===== src/rtl/fifo_stream_reader.sv =====
// fifo_stream_reader: drains a synchronous FIFO with one-cycle read latency
// into a valid/ready stream, with frame delimiting and a 3-entry skid buffer.
module fifo_stream_reader #(
  parameter int DATA_WIDTH = 8,
  parameter int FRAME_LEN  = 4,
  parameter int CNT_WIDTH  = 16
) (
  input  logic                  clk,
  input  logic                  rst,
  input  logic                  en,
  output logic                  fifo_rd_en,
  input  logic                  fifo_empty,
  input  logic [DATA_WIDTH-1:0] fifo_dout,
  output logic [DATA_WIDTH-1:0] m_data,
  output logic                  m_valid,
  input  logic                  m_ready,
  output logic                  m_last,
  output logic [CNT_WIDTH-1:0]  beats_sent
);

  localparam int BEAT_W = (FRAME_LEN > 1) ? $clog2(FRAME_LEN) : 1;
  localparam logic [BEAT_W-1:0] LAST_BEAT = BEAT_W'(FRAME_LEN - 1);

  logic [DATA_WIDTH-1:0] r_buf [3];
  logic [1:0]            r_wptr;
  logic [1:0]            r_rptr;
  logic [1:0]            r_occ;
  logic                  r_inflight;
  logic [BEAT_W-1:0]     r_beat_cnt;
  logic [CNT_WIDTH-1:0]  r_beats_sent;

  logic       w_credit_ok;
  logic       w_push;
  logic       w_pop;
  logic [1:0] w_wptr_nxt;
  logic [1:0] w_rptr_nxt;

  // Read issue and stream outputs; the credit check never looks at m_ready.
  always_comb begin
    w_credit_ok = (({1'b0, r_occ} + {2'b00, r_inflight}) <= 3'd2);
    fifo_rd_en  = !rst && en && !fifo_empty && w_credit_ok;
    m_valid     = (r_occ != 2'd0);
    m_data      = r_buf[r_rptr];
    m_last      = m_valid && (r_beat_cnt == LAST_BEAT);
    beats_sent  = r_beats_sent;
    w_push      = r_inflight;
    w_pop       = m_valid && m_ready;
    w_wptr_nxt  = (r_wptr == 2'd2) ? 2'd0 : r_wptr + 2'd1;
    w_rptr_nxt  = (r_rptr == 2'd2) ? 2'd0 : r_rptr + 2'd1;
  end

  // Track the read issued last cycle; its data arrives this cycle.
  always_ff @(posedge clk) begin
    if (rst) begin
      r_inflight <= 1'b0;
    end else begin
      r_inflight <= fifo_rd_en;
    end
  end

  // Skid buffer storage and write pointer.
  always_ff @(posedge clk) begin
    if (rst) begin
      for (int unsigned i = 0; i < 3; i++) begin
        r_buf[i] <= '0;
      end
      r_wptr <= '0;
    end else if (w_push) begin
      r_buf[r_wptr] <= fifo_dout;
      r_wptr        <= w_wptr_nxt;
    end
  end

  // Read pointer and occupancy; simultaneous push and pop leaves occ unchanged.
  always_ff @(posedge clk) begin
    if (rst) begin
      r_rptr <= '0;
      r_occ  <= '0;
    end else begin
      if (w_pop) begin
        r_rptr <= w_rptr_nxt;
      end
      case ({w_push, w_pop})
        2'b10:   r_occ <= r_occ + 2'd1;
        2'b01:   r_occ <= r_occ - 2'd1;
        default: r_occ <= r_occ;
      endcase
    end
  end

  // Frame position and accepted-beat counter advance on each handshake.
  always_ff @(posedge clk) begin
    if (rst) begin
      r_beat_cnt   <= '0;
      r_beats_sent <= '0;
    end else if (w_pop) begin
      r_beats_sent <= r_beats_sent + CNT_WIDTH'(1);
      r_beat_cnt   <= (r_beat_cnt == LAST_BEAT) ? '0 : r_beat_cnt + BEAT_W'(1);
    end
  end

endmodule


===== config.mk =====
export PLATFORM = sky130hd
export DESIGN_NAME = fifo_stream_reader
export DESIGN_NICKNAME = d
export VERILOG_FILES = /design/src/rtl/fifo_stream_reader.sv
export SDC_FILE = /design/constraint.sdc
export NUM_CORES = 1
export LEC_CHECK = 0
export ABC_CLOCK_PERIOD_IN_PS = 3520
export CORE_MARGIN = 5
export CORE_UTILIZATION = 38
export DETAILED_ROUTE_END_ITERATION = 6
export GPL_TIMING_DRIVEN = 0
export SYNTH_ARGS = -nofsm -noshare
export SYNTH_HDL_FRONTEND = slang
export SYNTH_SLANG_ARGS = --single-unit

===== constraint.sdc =====
create_clock -name clk -period 3.52 [get_ports clk]
set_input_delay 0.352 -clock clk [delete_from_list [all_inputs] [get_ports clk]]
set_output_delay 0.352 -clock clk [all_outputs]
set_load 0.02 [all_outputs]

# Yosys cells after proc, flatten, opt, wreduce, memory -nomap -nowiden
# Memory sizes are Yosys's and may differ from the RTL's. A register that Yosys moved wholly into a read port is not among the register bits.
# Index checks and enable logic that the tools add are counted.
[classes]
n_addsub = 7
multipliers = 0
div_mod_pow = 0
order_cmp = 1
eq_ne = 5
shifts = 0
muxes = 14
bitwise = 0
reduce_logical = 10
[op_table]
columns = ["operator", "count"]
rows = [
  ["$add A16 B1 Y16 const B", 1],
  ["$mux W2", 6],
  ["$add A2 B1 Y2 const B", 4],
  ["$eq A2 B2 Y1 const B", 4],
  ["$mux W8", 1],
  ["$reduce_or A8 Y1", 1],
  ["$mux W1", 6],
  ["$logic_and A1 B1 Y1", 5],
  ["$pmux W2 S2", 1],
  ["$reduce_bool A2 Y1", 2],
  ["$add A2 B1 Y3", 1],
  ["$le A3 B2 Y1 const B", 1],
  ["$eq A2 B1 Y1 const B", 1],
  ["$logic_not A1 Y1", 2],
  ["$sub A2 B1 Y2 const B", 1],
]
[word_totals]
ff_bits = 25
latch_bits = 0
ram_bits = 24
romBits = 0
output_inout_bits = 27
elab_cells = 44
memories = 1
[memory_table]
columns = ["memory", "depth", "width", "read_ports", "rd_ports_with_merged_regs", "write_ports", "line_no", "rtl"]
rows = [
  ["r_buf", 3, 8, 1, 1, 3, "24", "logic [DATA_WIDTH-1:0] r_buf [3];"],
]

# Longest topological paths before layout
# Gate-level depths: netlist of run 1.
[logic_depth]
depth_word = 5
mapped_depth = 7

# Worst setup path after synthesis of run 1
# No wires, ideal clock.
[synth_timing]
kind = "register -> output"
from = "reg r_inflight"
to = "out fifo_rd_en"
arrival_ns = 1.580
required_time_ns = 3.168
slack_ns = 1.588
path_stages_with_launch = 6
path_buffers = 0
cell_sequence = "dfxtp_1 -> ha_1 -> inv_1 -> ha_1 -> a21oi_1 -> nor4b_1"
[synth_between]
elab_chain_len = 3
[synth_lines]
columns = ["element", "line_no", "rtl"]
rows = [
  ["start: declaration", "28", "logic r_inflight;"],
  ["start signal: assignment", "57", "r_inflight <= fifo_rd_en;"],
  ["$add A2 B1 Y3", "40", "w_credit_ok = (({1'b0, r_occ} + {2'b00, r_inflight}) <= 3'd2);"],
  ["$le A3 B2 Y1", "40", ""],
  ["$logic_and A1 B1 Y1", "41", "fifo_rd_en = !rst && en && !fifo_empty && w_credit_ok;"],
  ["end: declaration", "11", "output logic fifo_rd_en,"],
]
# No other way between the ends.

==> results.md, run 1 <==
* Outcome: finished clean
* Final WL at between 5000 and 6000 um
* Hold slack at approximately 470 ps
* Clk sinks at 59
* Antenna fix cells at 0
* Setup violations, final at 0
* Core area at approximately 6500 um^2
* GP Congestion at roughly 0.75
* Setup TNS at 0 ps
* Overflow after GRT at 0
* RSZ-0062 raised after global routing: no
* PortBufs at 39
* HPWL Detailed at roughly 3500 um
* Multi-input logic area at 1010 um^2
* Avg Inst Size Synth at 12.04 um^2
* Max cap viols at 0
* Asr flop ratio synth at 0
* Max Clk Rate at approximately 370 MHz
* 1st-iter DRT viols at 92
* Yosys reg bits at between 50 and 60
* Hold Path Class: register to register
* Cell count after placement at between 300 and 400
* Post-layout util at 0.5004
* Number of CTS-inserted buffers at 9
* Largest fanout on the critical path at 8
* Skew final at 6.789 ps
* Int Pwr at 1.178 mW
* Filler instances at roughly 600
* Endpoints failing hold at 0
* Die area at approximately 8500 um^2
* Wire per inst at roughly 15 um
* Syn_nets at between 200 and 250
* Critical path class: register to output pin
* Tmin final at between 2000 and 3000 ps
* Max VDD drop at ~0.35 mV
* Routed Antenna Nets at 0
* Slew of the pin with the lowest slew margin at between 800 and 900 ps
* Pre-Repair DR Iteration Count at 6
* DR vias at 1714
* Slew Viols, Final at 0
* Die width at slightly above 90 um
* Post-CTS Resized at 0
* Layout cells sized above 1 at 0.1161
* Worst slew margin at 0.4387
* Cell Area, Synth at roughly 2600 um^2
* I/O pin count at 40
* Period utilization at 0.7609
* Clk root buf: clkbuf_8
* Worst-skew pair later-pin latency at 330 ps
* Post-CTS Hold Fix Bufs at 0
* Startpoint Class: register
* Met2 GRT Util at 0.2165
* Clock transition at path regs at roughly 60 ps
* Vias in the first global route at ~1800
* Met3 Resource Use GR at 0.06219
* Post-Synthesis Cells at 212
* Met1 usage in global routing at 0.1687
* Clock Tree Buf Depth at 2
* Post-CTS setup buffer count at 0
* Num rows at 29
* GRT busiest layer: met2
* Switching Share at 0.2395
* Die Ht at roughly 92 um
* Post-synthesis cell type count at 32
* Main synth FF type: edfxtp_1
* CTS tree: built
* Non-Filler Instances at 344
* First-pass GRT wire length at roughly 9000 um
* Endpoint class of the critical path: output pin
* Reg area at around 1500 um^2
* Seq pwr share at 0.496
* Cell leakage power at about 1.1 nW
* Pin count of the biggest net entering global routing at 11
* Synthesis Warnings at 0
* Residual DRC count at 0
* Power Density at around 480 nW/um^2
* P&R area growth vs syn at 26.62%
* Clk pwr share at 0.368
* WP data required at around 3200 ps
* Count of flip-flops with a built-in enable after synthesis at 32
* GR Util All Layers at 0.1358
* Crit path DAT at approximately 2300 ps
* H-Tree Depth at 3
* Via-to-Cell Ratio at 4.983
* Seq/Total Area, Yosys at 0.5882
* Share of total power in combinational logic at 0.135
* Starting Density at 0.3952
* Net Sw Power at about 0.37 mW
* Antenna violations before repair at 0
* Nets at about 280
[worst paths after layout]
kind                                   start                         end  slack [ps]  depth (start not counted)
setup / recovery                    register                   m_data[3]         840                          3
hold / removal    r_beat_cnt[1]$_SDFFE_PP0P_  r_beat_cnt[1]$_SDFFE_PP0P_         470                          2
setup reg to reg       r_occ[0]$_SDFFE_PP0P_       r_occ[1]$_SDFFE_PP0P_        1340                          6
hold reg to reg   r_beat_cnt[1]$_SDFFE_PP0P_  r_beat_cnt[1]$_SDFFE_PP0P_         470                          2
[critical path, cell delays in order (launching register included)]
cell and delay (ps):
dfxtp_1 300, clkbuf_1 540, mux4_2 600, clkdlybuf4s50_1 560
[flip-flops by register name, summed over array words and instances (netlist names), named ones only]
register,flops
r_inflight,1
r_occ,2
r_wptr,2
r_beat_cnt,2
r_buf,32
r_rptr,2
beats_sent,16
[through the flow]
step	cell area, um^2	power (mW)	setup WS [ps]
after detailed placement	3039	0.9958	659.2
after floorplan	2552	0.9112	1588
after global routing	3232	1.626	641.1
final	3232	1.549	841.5
after global placement	3039	0.9917	692.5
after CTS	3219	1.564	770.7
[Yosys cell counts (4+ instances only)]
cell type / instances / share of area
edfxtp_1: 32 / 0.38
dfxtp_1: 27 / 0.21
and2_1: 25 / 0.061
nor2_1: 20 / 0.029
a21oi_1: 13 / 0.025
nand2_1: 10 / 0.015
mux4_2: 8 / 0.071
xnor2_1: 8 / 0.027
inv_1: 7 / 0.010
ha_1: 6 / 0.029
nor3_1: 6 / 0.012
nor4_1: 5 / 0.012
o21ai_0: 5 / 0.0098
or3_1: 5 / 0.012
clkbuf_1: 4 / 0.0059
or2_2: 4 / 0.0098
[final cells by class]
| class | instances | area share |
|---|---|---|
| multi-input cells | 139 | 0.3124 |
| flip-flops and latches | 59 | 0.4646 |
| plain buffers | 7 | 0.008517 |
| repair buffers | 39 | 0.1208 |
| clock inverters | 4 | 0.01394 |
| inverters | 7 | 0.008130 |
| clock buffers | 12 | 0.04181 |
| well taps | 77 | 0.02981 |
[power groups by stage]
| stage | logic (mW) | registers, mW | clock network [mW] |
|---|---|---|---|
| final | 0.210 | 0.769 | 0.571 |
| after global routing | 0.231 | 0.773 | 0.622 |
| after CTS | 0.213 | 0.769 | 0.582 |
| after detailed placement | 0.212 | 0.784 | 0 |
| after global placement | 0.209 | 0.783 | 0 |
| after floorplan | 0.129 | 0.782 | 0 |
[logic make-up (layout without fill, tap and decap cells)]
logic type,Yosys count,after routing,share of synthesized area
and+or+nand+nor,91,91,0.2005
DFF,59,59,0.5882
AOI/OAI and AO/OA,21,21,0.04362
buffers and inverters,14,69,0.02108
xor gates and xnor gates,11,11,0.03775
muxes,10,10,0.07941
adders and majority gates,6,6,0.02941
[per-layer routing]
metal / vias to the layer above / wire length, um
met5: - / 0
met4: 0 / 23
met3: 2 / 314
met2: 48 / 2415
met1: 800 / 2353
li1: 864 / -
[layout by cell type (no fill, tap or decap), types with 2 or more instances in the layout]
cell type,netlist,final
a21oi_1,13,13
and2_1,25,25
buf_1,2,2
clkbuf_1,4,7
clkbuf_8,0,9
clkdlybuf4s50_1,0,39
clkinv_2,0,3
dfxtp_1,27,27
edfxtp_1,32,32
ha_1,6,6
inv_1,7,7
mux2_2,2,2
mux4_2,8,8
nand2_1,10,10
nand3_1,3,3
nand4_1,2,2
nor2_1,20,20
nor2b_1,2,2
nor3_1,6,6
nor4_1,5,4
nor4b_1,3,2
o21ai_0,5,5
or2_2,4,4
or3_1,5,5
or4_1,2,2
xnor2_1,8,8
xor2_1,3,3
Power figures use the tool's default switching activity.
==> run 2: changes to the inputs <==
- ABC_CLOCK_PERIOD_IN_PS: 3520 -> 2400
- clock period: 3.52 -> 2.4 ns (I/O delays scaled with it)
==> run 2 against run 1 <==
  * Design area down 0.23%
  * Global-route usage is essentially flat
  * First-iteration DRC count down 21%
  * Sequential power increased by 48%
  * Via count shrank 1.1%
  * Total power up 47%
  * Clock skew increased by 2.3 ps
==> results.md, run 2 (synthesis results as in run 1) <==
* Int Pwr at 1.727 mW
* Post-CTS setup buffer count at 0
* Non-Filler Instances at between 300 and 400
* Largest fanout on the critical path at 8
* Clk root buf: clkbuf_8
* Startpoint Class: register
* Power Density at 705.0 nW/um^2
* Slew Viols, Final at 0
* Reg2reg end: r_occ[1]$_SDFFE_PP0P_
* GP Congestion at 0.7480
* Max VDD drop at slightly above 0.5 mV
* Residual DRC count at 0
* Pin count of the biggest net entering global routing at 11
* Setup TNS at 0 ps
* Routed Antenna Nets at 0
* Worst-path cell chain: mux4_2 -> clkdlybuf4s50_1
* Cell count after placement at between 300 and 400
* DR vias at between 1500 and 2000
* RSZ-0062 raised after global routing: no
* Die width at 91.96 um
* Final WL at slightly above 5000 um
* Endpoint class of the critical path: output pin
* Critical path class: register to output pin
* Clock transition at path regs at approximately 60 ps
* Num rows at 29
* Max Clk Rate at approximately 460 MHz
* Max reg flops at 32
* Critical Path Slowest Stage Cell: mux4_2
* Seq pwr share at 0.503
* Placement Cell Area at 3039 um^2
* Antenna fix cells at 0
* Vias in the first global route at around 1800
* Worst-skew pair later-pin latency at between 300 and 400 ps
* Post-route cell area at around 3200 um^2
* Total power at 2.273 mW
* WP data required at 2160 ps
* Share of total power in combinational logic at 0.127
* Commonest non-fill, non-tap cell in the layout: clkdlybuf4s50_1
* Number of CTS-inserted buffers at 9
* Hold slack at around 470 ps
* Setup violations, final at 0
* Die Ht at 91.96 um
* Setup ws final at between 200 and 250 ps
* Worst slew margin at 0.4507
* Period utilization at 0.9129
* CTS tree: built
* Starting Density at 0.3952
* Die area at 8456 um^2
* Clk pwr share at 0.369
* DP Worst Slack at -348.8 ps
* 1st-iter DRT viols at 73
* Most frequent cells in the layout: 38 x clkdlybuf4s50_1, 32 x edfxtp_1, 26 x dfxtp_1
* Antenna violations before repair at 0
* Core area at 6459 um^2
* PortBufs at 39
* Overflow after GRT at 0
* Layout cells sized above 1 at 0.1208
* Skew final at 9.071 ps
* Via-to-Cell Ratio at 4.956
* Nets at about 280
* First-pass GRT wire length at just under 9000 um
* Outcome: finished clean
* Cell leakage power at about 1.1 nW
* Post-layout util at 0.4992
* Clk sinks at 59
* Pre-Repair DR Iteration Count at 4
* Max cap viols at 0
* R2R Setup Slk at about 240 ps
* Top reg by flops: r_buf
* Clock Tree Buf Depth at 2
* Beginning of the worst register-to-register path: r_occ[0]$_SDFFE_PP0P_
* Crit-path max cell delay at 560 ps
* Endpoints failing hold at 0
* Crit path DAT at 1950 ps
* Crit path capture: m_data[3]
* Net Sw Power at between 0.5 and 0.6 mW
* Tmin final at roughly 2200 ps
* I/O pin count at 40
* Hold Path Class: register to register
* H-Tree Depth at 3
* GR Util All Layers at 0.1359
* Slew of the pin with the lowest slew margin at just over 800 ps
* Switching Share at 0.2402
* Wire per inst at 14.96 um
* P&R area growth vs syn at 26.32%
* HPWL Detailed at roughly 3500 um
* Worst r2r path cells at 6
[run 2: cell count changes in the layout (fill, tap and decap cells not counted), sizes merged]
cell,before,now
clkdlybuf4s50,39,38
buf,3,2
dlygate4sd2,0,1
clkbuf,16,15
[run 2: critical path: cells and delay by family (launching register included)]
kind                   cells  cell delay (ps)
buffers and inverters      1              560
DFF                        1              510
muxes                      1              560
[run 2: worst min path at each step]
stage	from	to	slack [ps]	cells after the start
2_1_floorplan	fifo_empty	r_inflight$_SDFF_PP0_	320	1
3_3_place_gp	r_beat_cnt[1]$_SDFFE_PP0P_	r_beat_cnt[1]$_SDFFE_PP0P_	450	2
3_5_place_dp	r_beat_cnt[1]$_SDFFE_PP0P_	r_beat_cnt[1]$_SDFFE_PP0P_	460	2
4_1_cts	r_beat_cnt[1]$_SDFFE_PP0P_	r_beat_cnt[1]$_SDFFE_PP0P_	470	2
5_1_grt	r_beat_cnt[1]$_SDFFE_PP0P_	r_beat_cnt[1]$_SDFFE_PP0P_	490	2
6_report	r_beat_cnt[1]$_SDFFE_PP0P_	r_beat_cnt[1]$_SDFFE_PP0P_	470	2
[run 2: metal layers]
layer | global-route usage | wire, um | vias to the layer above
met5 | 0 | 0 | -
met4 | 0.03465 | 51 | 0
met3 | 0.06219 | 336 | 7
met2 | 0.2184 | 2356 | 45
met1 | 0.1667 | 2372 | 783
li1 | - | - | 860
[run 2: power by group through the flow]
stage	Sequential (mW)	Clock, mW	Combinational (mW)
after CTS	1.14	0.854	0.295
after floorplan	1.15	0	0.189
after global routing	1.15	0.912	0.318
after global placement	1.15	0	0.306
after detailed placement	1.15	0	0.310
final	1.14	0.840	0.290
[run 2: what timing repair did]
| action | 4_1_cts | 5_1_grt |
|---|---|---|
| resized for setup | 4 | 0 |
| setup endpoints to repair | 17 | 1 |
| hold buffers | 0 | 0 |
| pin swaps | 0 | 0 |
| cloned | 0 | 0 |
[run 2: layout make-up]
cell class / instances / area (um^2)
fill: 596 / 3234
sequential: 59 / 1503
multi-input combinational: 139 / 1010
timing repair buffer: 39 / 389.1
clock buffer: 12 / 135.1
tap: 77 / 96.34
clock inverter: 4 / 45.04
inverter: 7 / 26.28
buffer: 5 / 20.02
==> run 3: changes to the inputs <==
- CAP_MARGIN: not set -> 15
==> run 3 against run 2 <==
  * Sequential cell count is the same
  * Register-to-register slack is essentially flat
  * Largest cell class unchanged
  * Sequential power is essentially flat
  * Global-route usage grew 0.21 points
  * Critical endpoint unchanged
  * Clock skew shrank 2.4 ps
  * First-iteration DRC count grew 9.6%
  * Sequential share of layout area shrank 0.45 points
  * Total power grew 5.1%
  * Combinational power is essentially flat
  * Via count grew 3.4%
  * Critical path depth is the same
==> results.md, run 3 (synthesis results as in run 1) <==
* Outcome: finished clean
* CTS tree: built
* Die width at ~90 um
* Via-to-Cell Ratio at between 5 and 6
* Residual DRC count at 0
* Max reg flops at 32
* Post-layout util at 0.5041
* Tmin final at roughly 2200 ps
* 1st-iter DRT viols at 80
* PortBufs at 39
* Clock transition at path regs at ~60 ps
* Commonest non-fill, non-tap cell in the layout: clkdlybuf4s50_1
* Skew final at around 6.7 ps
* Non-Filler Instances at 344
* I/O pin count at 40
* Most frequent cells in the layout: 38 x clkdlybuf4s50_1, 32 x edfxtp_1, 26 x dfxtp_1
* Number of CTS-inserted buffers at 9
* Max cap viols at 0
* Post-route cell area at 3256 um^2
* Period utilization at 0.9110
* Nets at 281
* Cell leakage power at 1.153 nW
* Final WL at a little over 5000 um
* Power Density at between 700 and 800 nW/um^2
* Endpoint class of the critical path: output pin
* Num rows at 29
* Top reg by flops: r_buf
* Antenna violations before repair at 0
* Antenna fix cells at 0
* Routed Antenna Nets at 0
* Max Clk Rate at roughly 460 MHz
* Setup ws final at roughly 210 ps
* GR Util All Layers at 0.1380
* Clk root buf: clkbuf_8
* Hold Path Class: register to register
* DR vias at between 1500 and 2000
* GP Congestion at between 0.7 and 0.8
* Worst slew margin at 0.4821
* Clock Tree Buf Depth at 2
* Post-CTS setup buffer count at 0
* DP Worst Slack at around 48 ps
* Total power at 2.389 mW
* Slew Viols, Final at 0
* Die area at 8456 um^2
* Startpoint Class: register
* Worst-skew pair later-pin latency at about 330 ps
* RSZ-0062 raised after global routing: no
* Post-CTS Hold Fix Bufs at 0
* Pin count of the biggest net entering global routing at 11
* WP data required at between 2000 and 2500 ps
* Clk sinks at between 50 and 60
* Starting Density at 0.3952
* Critical path class: register to output pin
* Setup violations, final at 0
* H-Tree Depth at 3
* Cell count after placement at 330
* Endpoints failing hold at 0
* Overflow after GRT at 0
* P&R area growth vs syn at 27.55%
* Max VDD drop at 0.3959 mV
* Vias in the first global route at between 1500 and 2000
* Placement Cell Area at about 3000 um^2
* Slew of the pin with the lowest slew margin at roughly 770 ps
* Wire per inst at roughly 15 um
* Die Ht at 91.96 um
* Crit path DAT at ~2000 ps
* Largest fanout on the critical path at 8
* HPWL Detailed at 3501 um
* Core area at 6459 um^2
* Layout cells sized above 1 at 0.1199
* Pre-Repair DR Iteration Count at 4
* First-pass GRT wire length at about 9000 um
[run 3: cell type report]
cell class	instances	area (um^2)
inverter	7	26.28
tap	77	96.34
timing repair buffer	41	404.1
multi-input combinational	139	997.2
clock inverter	5	77.57
fill	601	3203
buffer	5	20.02
sequential	59	1503
clock buffer	11	131.4
[run 3: per-stage QoR]
step	hold slack (ps)	TNS (ps)
after floorplan	319.3	0
after global placement	448.3	-3871
after detailed placement	461.6	0
after CTS	471.3	0
after global routing	494.5	0
final	471.9	0
[run 3: final timing paths]
check                                           startpoint  cells past startpoint  slack (ps)                         end
worst min register to register  r_beat_cnt[1]$_SDFFE_PP0P_                      2         470  r_beat_cnt[1]$_SDFFE_PP0P_
worst max-delay path                              register                      2         210                   m_data[3]
worst min-delay path            r_beat_cnt[1]$_SDFFE_PP0P_                      2         470  r_beat_cnt[1]$_SDFFE_PP0P_
worst max register to register       r_occ[0]$_SDFFE_PP0P_                      6         240       r_occ[1]$_SDFFE_PP0P_
[run 3: repair_timing]
| action | CTS | global route |
|---|---|---|
| setup endpoints to repair | 9 | 1 |
| pin swaps | 0 | 0 |
| gates resized for setup | 2 | 0 |
| hold endpoints to repair | 0 | 0 |
[run 3: critical path: stages (launching register included)]
cell and delay [ps]:
dfxtp_2 510, mux4_2 550, clkdlybuf4s50_1 550
[run 3: metal layers]
layer | track usage | share of wire | wire length [um] | vias to the layer above
met1 | 0.1641 | 0.44 | 2300 | 823
li1 | - | - | - | 864
met4 | 0.04084 | 0.010 | 54 | 0
met5 | 0 | 0 | 0 | -
met2 | 0.2257 | 0.47 | 2446 | 58
met3 | 0.06219 | 0.071 | 368 | 7
[run 3: power breakdown]
part           leakage [nW]  total (mW)  internal (mW)  switching, mW
sequential            0.539        1.14           1.10         0.0387
combinational         0.510       0.290          0.148          0.142
clock                 0.105       0.956          0.582          0.374
